### src/rtl/dll_pkg.sv
// -----------------------------------------------------------------------------
// dll_pkg
// Shared types for the doubly-linked-list controller and its command-issue
// front end.
//   ID_N / PTR_N   : number of queues / number of list entries
//   op_t           : controller opcode (OP_PUSH = 2'b10, OP_POP = 2'b01)
//   id_t / ptr_t   : queue id and list pointer
//   issue_state_t  : state of the command-issue FSM
//   sat_inc16      : saturating 16-bit increment
// -----------------------------------------------------------------------------
package dll_pkg;

    localparam int ID_N  = 4;
    localparam int PTR_N = 16;
    localparam int ID_W  = $clog2(ID_N);
    localparam int PTR_W = $clog2(PTR_N);

    typedef logic [1:0]       op_t;
    typedef logic [ID_W-1:0]  id_t;
    typedef logic [PTR_W-1:0] ptr_t;

    localparam op_t OP_NONE = 2'b00;
    localparam op_t OP_PUSH = 2'b10;
    localparam op_t OP_POP  = 2'b01;

    typedef enum logic [1:0] {
        ST_IDLE  = 2'd0,
        ST_ISSUE = 2'd1,
        ST_WAIT  = 2'd2,
        ST_CLR   = 2'd3
    } issue_state_t;

    function automatic logic [15:0] sat_inc16(input logic [15:0] v);
        return (v == 16'hFFFF) ? v : v + 16'd1;
    endfunction

endpackage

### src/rtl/dll_cmd_issue_if.sv
// -----------------------------------------------------------------------------
// dll_cmd_issue_if
// Client-side bundle of the command-issue front end.
//   push_vld/push_id/push_data -> push_rdy   push request (valid/ready)
//   pop_vld/pop_id             -> pop_rdy    pop request (valid/ready)
//   rsp_vld/rsp_id/rsp_data/rsp_err          pop response strobe, no backpressure
//   clear_req -> clear_done                  flush request / completion pulse
// Handshake: a request transfers on a cycle where vld & rdy are both 1 at the
// rising clock edge; the client holds vld and its payload stable until then.
// modport master = client, modport slave = dll_cmd_issue.
// -----------------------------------------------------------------------------
interface dll_cmd_issue_if #(
    parameter int W = 32
);
    import dll_pkg::*;

    logic          push_vld;
    id_t           push_id;
    logic [W-1:0]  push_data;
    logic          push_rdy;

    logic          pop_vld;
    id_t           pop_id;
    logic          pop_rdy;

    logic          rsp_vld;
    id_t           rsp_id;
    logic [W-1:0]  rsp_data;
    logic          rsp_err;

    logic          clear_req;
    logic          clear_done;

    modport master (
        output push_vld, push_id, push_data, pop_vld, pop_id, clear_req,
        input  push_rdy, pop_rdy, rsp_vld, rsp_id, rsp_data, rsp_err, clear_done
    );

    modport slave (
        input  push_vld, push_id, push_data, pop_vld, pop_id, clear_req,
        output push_rdy, pop_rdy, rsp_vld, rsp_id, rsp_data, rsp_err, clear_done
    );

endinterface

### src/rtl/dll_cmd_issue_spsram.sv
// -----------------------------------------------------------------------------
// spsram
// Single-port synchronous RAM holding the list payloads, indexed by pointer.
//   i_clk   clock
//   i_en    port enable
//   i_we    1 = write i_din at i_addr, 0 = read i_addr into o_dout
//   i_addr  entry address
//   i_din   write data
//   o_dout  read data, valid the cycle after a read; held otherwise
// -----------------------------------------------------------------------------
module spsram #(
    parameter int W  = 32,
    parameter int N  = 16,
    parameter int AW = $clog2(N)
) (
    input  logic          i_clk,
    input  logic          i_en,
    input  logic          i_we,
    input  logic [AW-1:0] i_addr,
    input  logic [W-1:0]  i_din,
    output logic [W-1:0]  o_dout
);

    logic [W-1:0] r_mem [N];

    always_ff @(posedge i_clk) begin
        if (i_en) begin
            if (i_we) r_mem[i_addr] <= i_din;
            else      o_dout        <= r_mem[i_addr];
        end
    end

endmodule

### src/rtl/dll_cmd_issue.sv
// -----------------------------------------------------------------------------
// dll_cmd_issue
// Initiator-side front end of the doubly-linked-list controller. Arbitrates
// client pushes and pops round-robin, issues one controller command per idle
// slot, owns the payload RAM and returns pop data one cycle after acceptance.
// Also sequences the controller flush.
// Ports:
//   clk, rst        clock, asynchronous active-high reset
//   cli             client bundle (dll_cmd_issue_if.slave)
//   cmd_pass/op/id  command strobe, opcode and queue id to the controller
//   cmd_push_ptr_r  next free pointer (push write address)
//   cmd_pop_ptr_w   pointer of cmd_id's entry to pop, valid in the issue cycle
//   clear           one-cycle controller flush
//   full_r, empty_r, nempty_r, busy_r   controller status
//   err_cnt_r       count of empty-pop error responses
//   o_dbg_state     current FSM state
// Build option: DLL_CMD_ISSUE_ERR_CNT_EN enables the saturating error counter;
// without it err_cnt_r is tied to 0.
// Types come from dll_pkg, so ID_N/PTR_N must match the package values.
// -----------------------------------------------------------------------------
module dll_cmd_issue #(
    parameter int ID_N  = dll_pkg::ID_N,
    parameter int PTR_N = dll_pkg::PTR_N,
    parameter int W     = 32
) (
    input  logic                  clk,
    input  logic                  rst,
    dll_cmd_issue_if.slave        cli,
    output logic                  cmd_pass,
    output dll_pkg::op_t          cmd_op,
    output dll_pkg::id_t          cmd_id,
    input  dll_pkg::ptr_t         cmd_push_ptr_r,
    input  dll_pkg::ptr_t         cmd_pop_ptr_w,
    output logic                  clear,
    input  logic                  full_r,
    input  logic                  empty_r,
    input  logic [ID_N-1:0]       nempty_r,
    input  logic                  busy_r,
    output logic [15:0]           err_cnt_r,
    output dll_pkg::issue_state_t o_dbg_state
);
    import dll_pkg::*;

    issue_state_t r_state;
    logic         r_prio_push;   // 1: push wins a tie, 0: pop wins
    logic         r_rsp_vld;
    logic         r_rsp_err;
    id_t          r_rsp_id;
    logic         r_clear;
    logic         r_clear_done;

    logic         w_can_issue;
    logic         w_push_elig;
    logic         w_pop_elig;
    logic         w_push_win;
    logic         w_pop_win;
    logic         w_pop_hit;
    logic         w_ram_en;
    ptr_t         w_ram_addr;
    logic [W-1:0] w_ram_dout;

    // A pending clear_req blocks issue in the same cycle it is seen.
    assign w_can_issue = (r_state == ST_ISSUE) && !busy_r && !cli.clear_req;
    assign w_push_elig = cli.push_vld && !full_r;
    assign w_pop_elig  = cli.pop_vld;
    assign w_push_win  = w_can_issue && w_push_elig && (!w_pop_elig || r_prio_push);
    assign w_pop_win   = w_can_issue && w_pop_elig && (!w_push_elig || !r_prio_push);
    assign w_pop_hit   = nempty_r[cli.pop_id] && !empty_r;

    assign cli.push_rdy = w_push_win;
    assign cli.pop_rdy  = w_pop_win;

    // An accepted pop of an empty queue is answered locally: no command.
    always_comb begin
        cmd_pass = 1'b0;
        cmd_op   = OP_NONE;
        cmd_id   = '0;
        if (w_push_win) begin
            cmd_pass = 1'b1;
            cmd_op   = OP_PUSH;
            cmd_id   = cli.push_id;
        end else if (w_pop_win && w_pop_hit) begin
            cmd_pass = 1'b1;
            cmd_op   = OP_POP;
            cmd_id   = cli.pop_id;
        end
    end

    // Push and pop never win together, so one RAM port is enough.
    assign w_ram_en   = w_push_win || (w_pop_win && w_pop_hit);
    assign w_ram_addr = w_push_win ? cmd_push_ptr_r : cmd_pop_ptr_w;

    spsram #(
        .W (W),
        .N (PTR_N)
    ) u_ram (
        .i_clk  (clk),
        .i_en   (w_ram_en),
        .i_we   (w_push_win),
        .i_addr (w_ram_addr),
        .i_din  (cli.push_data),
        .o_dout (w_ram_dout)
    );

    always_ff @(posedge clk or posedge rst) begin
        if (rst) begin
            r_state      <= ST_IDLE;
            r_prio_push  <= 1'b1;
            r_rsp_vld    <= 1'b0;
            r_rsp_err    <= 1'b0;
            r_rsp_id     <= '0;
            r_clear      <= 1'b0;
            r_clear_done <= 1'b0;
        end else begin
            r_rsp_vld    <= w_pop_win;
            r_rsp_err    <= w_pop_win && !w_pop_hit;
            r_rsp_id     <= w_pop_win ? cli.pop_id : '0;
            r_clear      <= 1'b0;
            r_clear_done <= 1'b0;

            if (w_push_win)     r_prio_push <= 1'b0;
            else if (w_pop_win) r_prio_push <= 1'b1;

            case (r_state)
                ST_IDLE: begin
                    if (cli.clear_req)  r_state <= ST_CLR;
                    else if (!busy_r)   r_state <= ST_ISSUE;
                end
                ST_ISSUE: begin
                    if (cli.clear_req)  r_state <= ST_CLR;
                    else if (cmd_pass)  r_state <= ST_WAIT;
                end
                ST_WAIT: begin
                    if (cli.clear_req)  r_state <= ST_CLR;
                    else if (!busy_r)   r_state <= ST_ISSUE;
                end
                ST_CLR: begin
                    // clear goes out once the controller is idle; clear_done
                    // follows in the next cycle, already back in IDLE.
                    if (r_clear) begin
                        r_clear_done <= 1'b1;
                        r_state      <= ST_IDLE;
                    end else if (!busy_r) begin
                        r_clear      <= 1'b1;
                    end
                end
                default: r_state <= ST_IDLE;
            endcase
        end
    end

    assign clear          = r_clear;
    assign cli.clear_done = r_clear_done;
    assign cli.rsp_vld    = r_rsp_vld;
    assign cli.rsp_err    = r_rsp_err;
    assign cli.rsp_id     = r_rsp_id;
    assign cli.rsp_data   = (r_rsp_vld && !r_rsp_err) ? w_ram_dout : '0;
    assign o_dbg_state    = r_state;

`ifdef DLL_CMD_ISSUE_ERR_CNT_EN
    logic [15:0] r_err_cnt;

    always_ff @(posedge clk or posedge rst) begin
        if (rst)                         r_err_cnt <= '0;
        else if (r_clear)                r_err_cnt <= '0;
        else if (r_rsp_vld && r_rsp_err) r_err_cnt <= sat_inc16(r_err_cnt);
    end

    assign err_cnt_r = r_err_cnt;
`else
    assign err_cnt_r = '0;
`endif

endmodule
### src/flat_wrapper.sv
// flat-port wrapper written by rule: the top's interface ports become plain ports
module dll_cmd_issue_flat import dll_pkg::*;
#(
    parameter int ID_N  = dll_pkg::ID_N,
    parameter int PTR_N = dll_pkg::PTR_N,
    parameter int W     = 32
)
  (clk, rst, cmd_pass, cmd_op, cmd_id, cmd_push_ptr_r, cmd_pop_ptr_w, clear, full_r, empty_r, nempty_r, busy_r, err_cnt_r, o_dbg_state, cli_push_vld, cli_push_id, cli_push_data, cli_pop_vld, cli_pop_id, cli_clear_req, cli_push_rdy, cli_pop_rdy, cli_rsp_vld, cli_rsp_id, cli_rsp_data, cli_rsp_err, cli_clear_done);
  dll_cmd_issue_if #(.W(W)) cli_i ();
  input  logic clk;
  input  logic rst;
  output logic cmd_pass;
  output dll_pkg::op_t cmd_op;
  output dll_pkg::id_t cmd_id;
  input  dll_pkg::ptr_t cmd_push_ptr_r;
  input  dll_pkg::ptr_t cmd_pop_ptr_w;
  output logic clear;
  input  logic full_r;
  input  logic empty_r;
  input  logic [ID_N-1:0] nempty_r;
  input  logic busy_r;
  output logic [15:0] err_cnt_r;
  output dll_pkg::issue_state_t o_dbg_state;
  input wire logic [$bits(cli_i.push_vld)-1:0] cli_push_vld;
  input wire logic [$bits(cli_i.push_id)-1:0] cli_push_id;
  input wire logic [$bits(cli_i.push_data)-1:0] cli_push_data;
  input wire logic [$bits(cli_i.pop_vld)-1:0] cli_pop_vld;
  input wire logic [$bits(cli_i.pop_id)-1:0] cli_pop_id;
  input wire logic [$bits(cli_i.clear_req)-1:0] cli_clear_req;
  output wire logic [$bits(cli_i.push_rdy)-1:0] cli_push_rdy;
  output wire logic [$bits(cli_i.pop_rdy)-1:0] cli_pop_rdy;
  output wire logic [$bits(cli_i.rsp_vld)-1:0] cli_rsp_vld;
  output wire logic [$bits(cli_i.rsp_id)-1:0] cli_rsp_id;
  output wire logic [$bits(cli_i.rsp_data)-1:0] cli_rsp_data;
  output wire logic [$bits(cli_i.rsp_err)-1:0] cli_rsp_err;
  output wire logic [$bits(cli_i.clear_done)-1:0] cli_clear_done;
  assign cli_i.push_vld = cli_push_vld;
  assign cli_i.push_id = cli_push_id;
  assign cli_i.push_data = cli_push_data;
  assign cli_i.pop_vld = cli_pop_vld;
  assign cli_i.pop_id = cli_pop_id;
  assign cli_i.clear_req = cli_clear_req;
  assign cli_push_rdy = cli_i.push_rdy;
  assign cli_pop_rdy = cli_i.pop_rdy;
  assign cli_rsp_vld = cli_i.rsp_vld;
  assign cli_rsp_id = cli_i.rsp_id;
  assign cli_rsp_data = cli_i.rsp_data;
  assign cli_rsp_err = cli_i.rsp_err;
  assign cli_clear_done = cli_i.clear_done;
  dll_cmd_issue #(.ID_N(ID_N), .PTR_N(PTR_N), .W(W)) u_core (.clk(clk), .rst(rst), .cli(cli_i), .cmd_pass(cmd_pass), .cmd_op(cmd_op), .cmd_id(cmd_id), .cmd_push_ptr_r(cmd_push_ptr_r), .cmd_pop_ptr_w(cmd_pop_ptr_w), .clear(clear), .full_r(full_r), .empty_r(empty_r), .nempty_r(nempty_r), .busy_r(busy_r), .err_cnt_r(err_cnt_r), .o_dbg_state(o_dbg_state));
endmodule
### config.mk
export PLATFORM = sky130hd
export DESIGN_NAME = dll_cmd_issue_flat
export DESIGN_NICKNAME = d
export VERILOG_FILES = /design/src/rtl/dll_pkg.sv /design/src/rtl/dll_cmd_issue_if.sv /design/src/rtl/dll_cmd_issue_spsram.sv /design/src/rtl/dll_cmd_issue.sv /design/src/flat_wrapper.sv
export SDC_FILE = /design/constraint.sdc
export NUM_CORES = 1
export LEC_CHECK = 0
export ABC_AREA = 1
export CORE_ASPECT_RATIO = 0.5
export CORE_MARGIN = 3
export CORE_UTILIZATION = 55
export CTS_BUF_LIST = sky130_fd_sc_hd__clkbuf_8
export CTS_CLUSTER_DIAMETER = 200
export DETAILED_ROUTE_END_ITERATION = 6
export PLACE_DENSITY = 0.74
export SLEW_MARGIN = 40
export SYNTH_ARGS = -nofsm -noshare
export SYNTH_HDL_FRONTEND = slang
export SYNTH_SLANG_ARGS = --single-unit
export TNS_END_PERCENT = 20
### constraint.sdc
create_clock -name clk -period 4.9 [get_ports clk]
set_input_delay 0.49 -clock clk [delete_from_list [all_inputs] [get_ports clk]]
set_output_delay 0.49 -clock clk [all_outputs]
set_load 0.01 [all_outputs]
Yosys cells after proc, flatten, opt, wreduce, memory -nomap -nowiden. Memories as Yosys holds them, arrays and structs flattened. A register that Yosys moved wholly into a read port is not among the register bits. Cells that the tools add are included.

Memories kept: 1. Output and inout port bits: 63. Memory bits (writable): 512. Bits of input ports: 56. Flip-flop bits (word level): 9.

$lt $le $gt $ge: 1. Muxes and demuxes: 27. Equal/unequal tests: 6. Bitwise operators: 1. Reduce and logical (&&, ||, !) cells: 28.

Memory list: u_core.u_ram.r_mem (words 16, width 32, rd ports 1, clocked after memory_dff 1, wr ports 1, line dll_cmd_issue_spsram.sv:24) `logic [W-1:0] r_mem [N];`.

Operators by type and width (count): 32-bit 2-to-1 mux (1); 2-bit 2-to-1 mux (9); 1-bit 2-to-1 mux (14); 1-bit logical AND (11); 1-bit zero test (9); 2-bit one-hot mux with 3 select lines (1); 2-bit equality test, second input constant (2); 4-bit 2-to-1 mux (1); 1-bit logical OR (3); 2-bit by 3-bit < comparator with 1-bit output, second input constant (1); 3-bit by 2-bit != test with 1-bit output, second input constant (1); 3-bit != test, second input constant (1); 3-bit AND reduction (1); 1-bit binary-select mux with 2-bit select (1); 2-bit by 1-bit equality test with 1-bit output, second input constant (1); 2-bit zero test (1); 2-bit by 1-bit != test with 1-bit output, second input constant (1); 2-bit AND reduction (1); 2-bit nonzero test (1); 2-bit OR reduction (1); 1-bit NOT (1).

Longest topological paths before layout. Gate-level depths: netlist of the first run.

Depth after elaboration: 11. Depth in mapped cells: 16. Mapped depth without buffers: 14.

Cells and area by module. A second synthesis of the first run with hierarchy kept.

Cell total of the unflattened synthesis: 2283. Area, all modules: 23506.3 um^2.

Modules (own cells, without submodules): spsram (cells an instance 2117, instances 1, area each 22549.1 um^2); dll_cmd_issue (cells an instance 166, instances 1, area each 957.2 um^2).

Least setup slack after synthesis of the first run. OpenSTA, ideal clock, no wires.

Kind: input -> register. Start: in cli_clear_req. End: mem u_core.u_ram.r_mem[12][0] (enable). Library setup time: 421 ps. Path buffers: 1. Slack: 1465 ps. Arrival: 3014 ps. Required time: 4479 ps. Stages on the path: 12. Cells stage by stage: inv_1 > nand3_2 > nor2_4 > nand2_4 > inv_2 > nand2_1 > nand2_2 > inv_2 > nor2_4 > buf_2 > inv_2 > nor2_1.

Elaborated cells on any way between the ends: 12. Those cells by class: mux: 4; reduce/logical: 8.

RTL lines: start: declaration (line flat_wrapper.sv:29) `input wire logic [$bits(cli_i.clear_req)-1:0] cli_clear_req;`; 1-bit zero test * (line dll_cmd_issue.sv:63) `assign w_can_issue = (r_state == ST_ISSUE) && !busy_r && !cli.clear_req;`; 1-bit logical AND * (line dll_cmd_issue.sv:63); 1-bit logical AND * (2 in a row) (line dll_cmd_issue.sv:66) `assign w_push_win = w_can_issue && w_push_elig && (!w_pop_elig || r_prio_push);`; net cli_push_rdy (line flat_wrapper.sv:30) `output wire logic [$bits(cli_i.push_rdy)-1:0] cli_push_rdy;`; 1-bit 2-to-1 mux / 1-bit logical OR (equally long branches) (line dll_cmd_issue_spsram.sv:28, dll_cmd_issue.sv:90); 1-bit 2-to-1 mux (line dll_cmd_issue_spsram.sv:27) `if (i_en) begin`; 1-bit 2-to-1 mux (implied by the code) (line dll_cmd_issue_spsram.sv:28) `if (i_we) r_mem[i_addr] <= i_din;`; end: declaration (line dll_cmd_issue_spsram.sv:24).

Mark *: on every way through the listed nets, which the timed path passes. The rest lies on a longest branch.

Worst setup path in the final report of the first run.
Start: reg u_core.r_prio_push. End: reg u_core.u_ram.o_dout[6], read port of u_core.u_ram.r_mem, data pin.

Word-level cells in the longest chain between the ends: 6. Elaborated cells on any way between the ends: 10. Those cells by class: mux: 1; bitwise: 1; reduce/logical: 8.

Ends and longest elaborated chain: start: declaration (line dll_cmd_issue.sv:45) `logic r_prio_push;`; start signal: assignment (line dll_cmd_issue.sv:108) `r_prio_push <= 1'b1;`; start signal: assignment (line dll_cmd_issue.sv:121) `if (w_push_win) r_prio_push <= 1'b0;`; start signal: assignment (line dll_cmd_issue.sv:122) `else if (w_pop_win) r_prio_push <= 1'b1;`; 1-bit zero test (line dll_cmd_issue.sv:67) `assign w_pop_win = w_can_issue && w_pop_elig && (!w_push_elig || !r_prio_push);`; 1-bit logical OR (line dll_cmd_issue.sv:67); 1-bit logical AND (line dll_cmd_issue.sv:67); 1-bit logical AND (line dll_cmd_issue.sv:90) `assign w_ram_en = w_push_win || (w_pop_win && w_pop_hit);`; 1-bit logical OR (line dll_cmd_issue.sv:90); 2-bit AND reduction (no line); end: declaration (line dll_cmd_issue_spsram.sv:21) `output logic [W-1:0] o_dout`.

Several ways; a longest one is shown, not always the timed one. A chain may end at the register's enable or synchronous reset.

==> results of run 1 <==
## final cells by class
type                       instances  area, µm²  area share, %
sequential                       553      16560          61.28
multi-input combinational       1502       6366          23.55
timing repair buffer             145       1480          5.477
clock buffer                      83       1142          4.227
tap                              577      721.9          2.671
inverter                         122      460.4          1.704
clock inverter                    50      289.0          1.069
antenna                            2      5.005        0.01852
## worst reg2reg max path: cells and delay by family (launching register included)
family / cells / cell delay [ns]
buf+inv: 3 / 1.51
flops: 1 / 0.53
compound gates: 1 / 0.20
simple gates: 8 / 1.01
## metal layers
layer | vias to the layer above | global-route usage (%)
met5 | - | 0
met4 | 0 | 8.401
met3 | 117 | 5.094
met2 | 886 | 41.74
met1 | 7983 | 36.93
li1 | 7818 | -
## per-stage QoR
| step | cell area (µm²) | power, W | hold slack [ns] | instances | setup WS (ns) |
|---|---|---|---|---|---|
| 4_1_cts | 27020 | 0.009604 | 0.08048 | 3032 | 1.570 |
| 2_1_floorplan | 24050 | 0.005922 | 0.3172 | 2330 | 1.465 |
| 6_report | 27030 | 0.009561 | 0.1125 | 3034 | 1.520 |
| 3_3_place_gp | 25580 | 0.006224 | 0.5089 | 2899 | 1.108 |
| 3_5_place_dp | 25590 | 0.006245 | 0.5120 | 2899 | 1.095 |
| 5_1_grt | 27030 | 0.009919 | 0.1172 | 3034 | 1.320 |
## power by group through the flow
stage / sequential, W / combinational, W / clock, W
final: 0.00525 / 0.000897 / 0.00341
after CTS: 0.00525 / 0.000893 / 0.00346
after floorplan: 0.00536 / 0.000563 / 0
after global routing: 0.00526 / 0.00100 / 0.00366
after global placement: 0.00535 / 0.000870 / 0
after detailed placement: 0.00536 / 0.000889 / 0
## logic make-up (layout without fill, tap and decap cells)
kind of cell    Yosys count  after routing  share of synthesized area (%)
simple gates           1476           1476                          25.21
flops                   553            553                          69.02
buf+inv                 275            400                          5.449
compound gates           10             10                         0.3024
other cells               1             18                        0.01563
## worst paths after layout
check / start / endpoint / slack [ns] / cells past startpoint
worst max-delay path: u_core.r_prio_push$_DFFE_PP1P_ / u_core.u_ram.o_dout[6]$_DFFE_PP_ / 1.52 / 12
worst min-delay path: rst / u_core.clear$_DFF_PP0_ / 0.11 / 2
worst max register to register: u_core.r_prio_push$_DFFE_PP1P_ / u_core.u_ram.o_dout[6]$_DFFE_PP_ / 1.52 / 12
worst min register to register: u_core.r_prio_push$_DFFE_PP1P_ / u_core.r_prio_push$_DFFE_PP1P_ / 0.52 / 2
max in group asynchronous: rst / u_core.r_prio_push$_DFFE_PP1P_ / 4.48 / 2
min in group clk: cli_pop_id[1] / u_core.cli.rsp_id[1]$_DFF_PP0_ / 0.48 / 3
## state kept, by name, indices dropped and copies added (netlist names)
name,flops
u_core.u_ram.r_mem,512
u_core.u_ram.o_dout,32
u_core.cli.clear_done,1
u_core.r_prio_push,1
u_core.cli.rsp_err,1
u_core.cli.rsp_id,2
u_core.cli.rsp_vld,1
u_core.clear,1
u_core.o_dbg_state,2
## layout by cell type, fill, tap and decap left out, types with 5 or more instances in the layout
cell	count
nand2_1	1045
edfxtp_1	544
nand3_1	354
inv_1	142
clkdlybuf4s50_1	102
clkbuf_8	83
nor2_1	44
buf_4	30
nor2_4	21
conb_1	16
clkinv_1	10
buf_12	10
clkinv_2	8
dfrtp_1	8
inv_2	6
o21ai_0	5
==> flow_summary.json, run 1 <==
{
  "status": "complete, no violations",
  "worstSetupPathType": "flip-flop to flip-flop",
  "pwr-share-comb_pct": 9.4,
  "ant_nets": 0,
  "yosysWarnings": 0,
  "maxSlewViolCount": 0,
  "swShare_pct": 24.34,
  "grt_max_degree": 137,
  "cts-resized-gates": 0,
  "portBuffers": 102,
  "cts_root_buf": "clkbuf_8",
  "synth-seq-cells": 553,
  "gp_congestion": 0.8135,
  "fp.dieH_um": 153.7,
  "p_clk_share_pct": 35.7,
  "top_layer": "met4",
  "cp_slowest_cell": "buf_4",
  "avgSynthCellArea_um2": 10.37,
  "hpwl_um": 31450,
  "grt_antenna_before_repair": 2,
  "syn_inst": 2315,
  "postCtsHoldBufs": 0,
  "grt_pass1_vias": 16340,
  "worst-endpoint-required_ns": 5.40,
  "rsz0062_at_grt": "false",
  "yosysMostFrequentCell": "nand2_1",
  "drt_iter0_drc": 1973,
  "gr-total-overflow": 0,
  "final_nets": 2457,
  "finalCriticalPeriod_ns": 3.380,
  "wl_per_cell_um": 19.83,
  "worstPathCellList": "nor2_1 > nor2_2 > nand2_4 > o21ai_4 > buf_4 > buf_4 > nand2_1 > nand2_1 > nand2_1 > nand2_1 > inv_1 > nand2_1",
  "h-tree-depth": 3,
  "numCtsBuffers": 77,
  "met3_length_um": 5926,
  "drt-total-wl_um": 60160,
  "p_int_w": 0.007234,
  "cts_tree": "built",
  "viasPerCell": 5.539,
  "ios": 119,
  "dieWidth_um": 301.4,
  "seqPwrFrac_pct": 55.0,
  "drc": 0,
  "min_period_over_period_pct": 68.98,
  "critPathCaptureType": "flip-flop",
  "syn-cell-area_um2": 24000,
  "yosysTopAreaCell": "edfxtp_1",
  "synthTopCellsByArea": "edfxtp_1 (68%), nand2_1 (16%), nand3_1 (7.4%)",
  "setup_viol": 0,
  "grt_pass1_wl_um": 92910,
  "synth_top_flop_cell": "edfxtp_1",
  "cts_post_setup_buffers_inserted": 0,
  "worstMarginPinSlew_ns": 0.8700,
  "switchingPower_w": 0.002327,
  "fp-row-count": 53,
  "core-area_um2": 42510,
  "tns_ns": 0,
  "drv_cap": 0,
  "holdCritPathClass": "input pin to async pin",
  "synth_commonest_cells": "nand2_1 (1,048), edfxtp_1 (544), nand3_1 (355), inv_1 (115), buf_2 (70)",
  "path_buf_inv": 3,
  "dieArea_um2": 46320,
  "slew_headroom_pct": 42.00,
  "crit_family": "buffers and inverters",
  "drtPass1Iterations": 6,
  "utilization_pct": 63.58,
  "synth_enable_flop_cells": 544,
  "start_util_pct": 56.45,
  "clkTransAtPathRegs_ns": 0.07,
  "critPathMaxStageDelay_ns": 0.79,
  "fillers": 3237,
  "cpMostUsedCell": "nand2_1",
  "cts.sinks": 553,
  "p_leak_nw": 11.23,
  "ys_seq_area_share_pct": 69.02,
  "ir_drop_mv": 0.1897,
  "power_density_nw_per_um2": 353.8,
  "crit_arrival_ns": 3.88,
  "yosys.area.top_type_share_pct": 68.08,
  "hold_viol": 0,
  "area_growth_pct": 12.63,
  "clock_path_buffers": 3,
  "wl_met2_um": 27920,
  "fmax_mhz": 295.9,
  "startpoint_type": "flip-flop",
  "drive_gt1_share_pct": 7.413,
  "grt_use_total_pct": 26.26,
  "worstSkewPairLatency_ns": 0.65,
  "path_max_fanout": 67,
  "m1WireLength_um": 24870,
  "fin_worst_skew_ns": 0.03357,
  "async_flop_share_pct": 1.627,
  "vias": 16800,
  "ys_types": 27
}
Power figures use the tool's default switching activity.
==> inputs of run 2 (changes only) <==
- PLACE_DENSITY: 0.74 -> 0.77
- clock period: 4.9 -> 3 ns (I/O delays scaled with it)
==> flow_summary.json, run 2 (same netlist as run 1, synthesis figures left out) <==
{
  "slew_headroom_pct": 50.64,
  "dieWidth_um": 301.4,
  "setup_viol": 0,
  "dieArea_um2": 46320,
  "status": "complete, but fails checks",
  "drc": 1,
  "fp-row-count": 53,
  "fmax_mhz": 359.9,
  "viasPerCell": 5.587,
  "hold_start": "cli_pop_id[1]",
  "utilization_pct": 64.38,
  "holdCritPathClass": "input pin to flip-flop",
  "worstPathCellList": "inv_1 > nand3_2 > nor2_4 > buf_4 > o211a_1 > nand2_1 > nand2_1 > clkdlybuf4s50_1",
  "regMostFlops": "u_core.u_ram.r_mem",
  "drt-total-wl_um": 60200,
  "cts_root_buf": "clkbuf_8",
  "largest_reg_flops": 512,
  "final_cell_mix": "nand2_1 (1,045), edfxtp_1 (544), nand3_1 (354)",
  "clock_path_buffers": 3,
  "fp.dieH_um": 153.7,
  "worstSetupPathType": "flip-flop to output pin",
  "critPathCaptureType": "output pin",
  "start_util_pct": 56.45,
  "reg2reg_slack_ns": 0.50,
  "cts_tree": "built",
  "dpl_cell_area_um2": 25950,
  "grt_pass1_vias": 16480,
  "cp_slowest_cell": "clkdlybuf4s50_1",
  "min_period_over_period_pct": 92.62,
  "drt_iter0_drc": 1908,
  "grt_max_degree": 129,
  "core-area_um2": 42510,
  "final_cell_count_no_fill": 3062,
  "final_nets": 2482,
  "vias": 17110,
  "holdPathEnd": "u_core.cli.rsp_id[1]$_DFF_PP0_",
  "dp_cells": 2922,
  "grt_antenna_before_repair": 2,
  "drive_gt1_share_pct": 8.098,
  "p_leak_nw": 11.42,
  "finalCriticalPeriod_ns": 2.779,
  "path_buf_inv": 3,
  "dp_slack_ns": 0.2003,
  "r2r-start": "u_core.r_prio_push$_DFFE_PP1P_",
  "fin_worst_skew_ns": 0.01726,
  "cts.sinks": 553,
  "finalWorstSetupSlack_ns": 0.2213,
  "critPathMaxStageDelay_ns": 0.54,
  "met3_length_um": 6042,
  "crit_arrival_ns": 2.48,
  "whs_ns": 0.3168,
  "portBuffers": 102,
  "path_max_fanout": 4,
  "drtPass1Iterations": 7,
  "area_growth_pct": 14.05,
  "cpMostUsedCell": "nand2_1",
  "reg2regPathDepth": 14,
  "rsz0062_at_grt": "false",
  "m1WireLength_um": 24320,
  "grt_pass1_wl_um": 92760,
  "hold_depth": 3,
  "top_layer": "met4",
  "ir_drop_mv": 0.3401,
  "ant_nets": 0,
  "cts_post_setup_buffers_inserted": 0,
  "violations": "DRC",
  "hpwl_um": 32170,
  "mostFrequentLayoutCell": "nand2_1",
  "h-tree-depth": 3,
  "worstSkewPairLatency_ns": 0.64,
  "hold_viol": 0,
  "wl_met2_um": 28170,
  "maxSlewViolCount": 0,
  "numCtsBuffers": 78,
  "ios": 119,
  "grt_use_total_pct": 26.09,
  "gr-total-overflow": 0,
  "r2r_end": "u_core.u_ram.o_dout[7]$_DFFE_PP_",
  "gp_congestion": 0.8340,
  "clkTransAtPathRegs_ns": 0.06,
  "worstMarginPinSlew_ns": 0.7404,
  "final_area_um2": 27370,
  "power_density_nw_per_um2": 565.0,
  "drv_cap": 0,
  "startpoint_type": "flip-flop",
  "crit_family": "buffers and inverters",
  "worst-endpoint-required_ns": 2.70,
  "wl_per_cell_um": 19.66,
  "largestRegisters": "u_core.u_ram.r_mem (512), u_core.u_ram.o_dout (32)"
}
## run 2: layer usage
metal	vias up	global-route usage (%)
met5	-	0
met3	118	4.741
met4	0	9.535
li1	7880	-
met1	8177	36.58
met2	931	41.29
## run 2: report_power, final
part           internal [W]  switching (W)
Clock               0.00264        0.00275
Sequential          0.00855      0.0000318
Combinational      0.000483        0.00101
Total                0.0117        0.00379
## run 2: stage by stage
| step | power (W) | setup TNS, ns |
|---|---|---|
| 2_1_floorplan | 0.009673 | -176.92 |
| 3_3_place_gp | 0.01019 | 0 |
| 6_report | 0.01546 | 0 |
| 4_1_cts | 0.01551 | 0 |
| 3_5_place_dp | 0.01022 | 0 |
| 5_1_grt | 0.01604 | 0 |
## run 2: how the worst max path moves through the flow
stage                     slack [ns]                              start  depth (start not counted)                                  end
after global routing            0.05  u_core.o_dbg_state[1]$_DFFE_PP0P_                          8                             cmd_pass
after global placement          0.27                      cli_clear_req                         16     u_core.u_ram.o_dout[7]$_DFFE_PP_
after detailed placement        0.20                      cli_clear_req                         16     u_core.u_ram.o_dout[4]$_DFFE_PP_
final                           0.22  u_core.o_dbg_state[1]$_DFFE_PP0P_                          8                             cmd_pass
after CTS                       0.07  u_core.o_dbg_state[1]$_DFFE_PP0P_                          8                            cmd_id[1]
after floorplan                -0.38     u_core.r_prio_push$_DFFE_PP1P_                         11  u_core.u_ram.r_mem[12][0]$_DFFE_PP_
## run 2: area by class of cell
cell class              instances  area (µm²)
clock inverters                53       246.5
fillers                      3156       15140
diodes                          3       7.507
flip-flops and latches        553       16560
inverters                     122       460.4
multi-input cells            1502        6366
clock buffers                  83        1142
well taps                     577       721.9
repair buffers                169        1859
## run 2: timing repair
action / in CTS / in global routing
hold buffers: 1 / 0
resized for setup: 0 / 3
hold endpoints to repair: 8 / 0
endpoints found under the setup margin: 0 / 3
## run 2: worst reg2reg max path, delay by kind of cell (launching register included)
| family | cells | cell delay [ns] |
|---|---|---|
| simple gates | 9 | 0.95 |
| buf+inv | 4 | 0.81 |
| flops | 1 | 0.53 |
| compound gates | 1 | 0.10 |
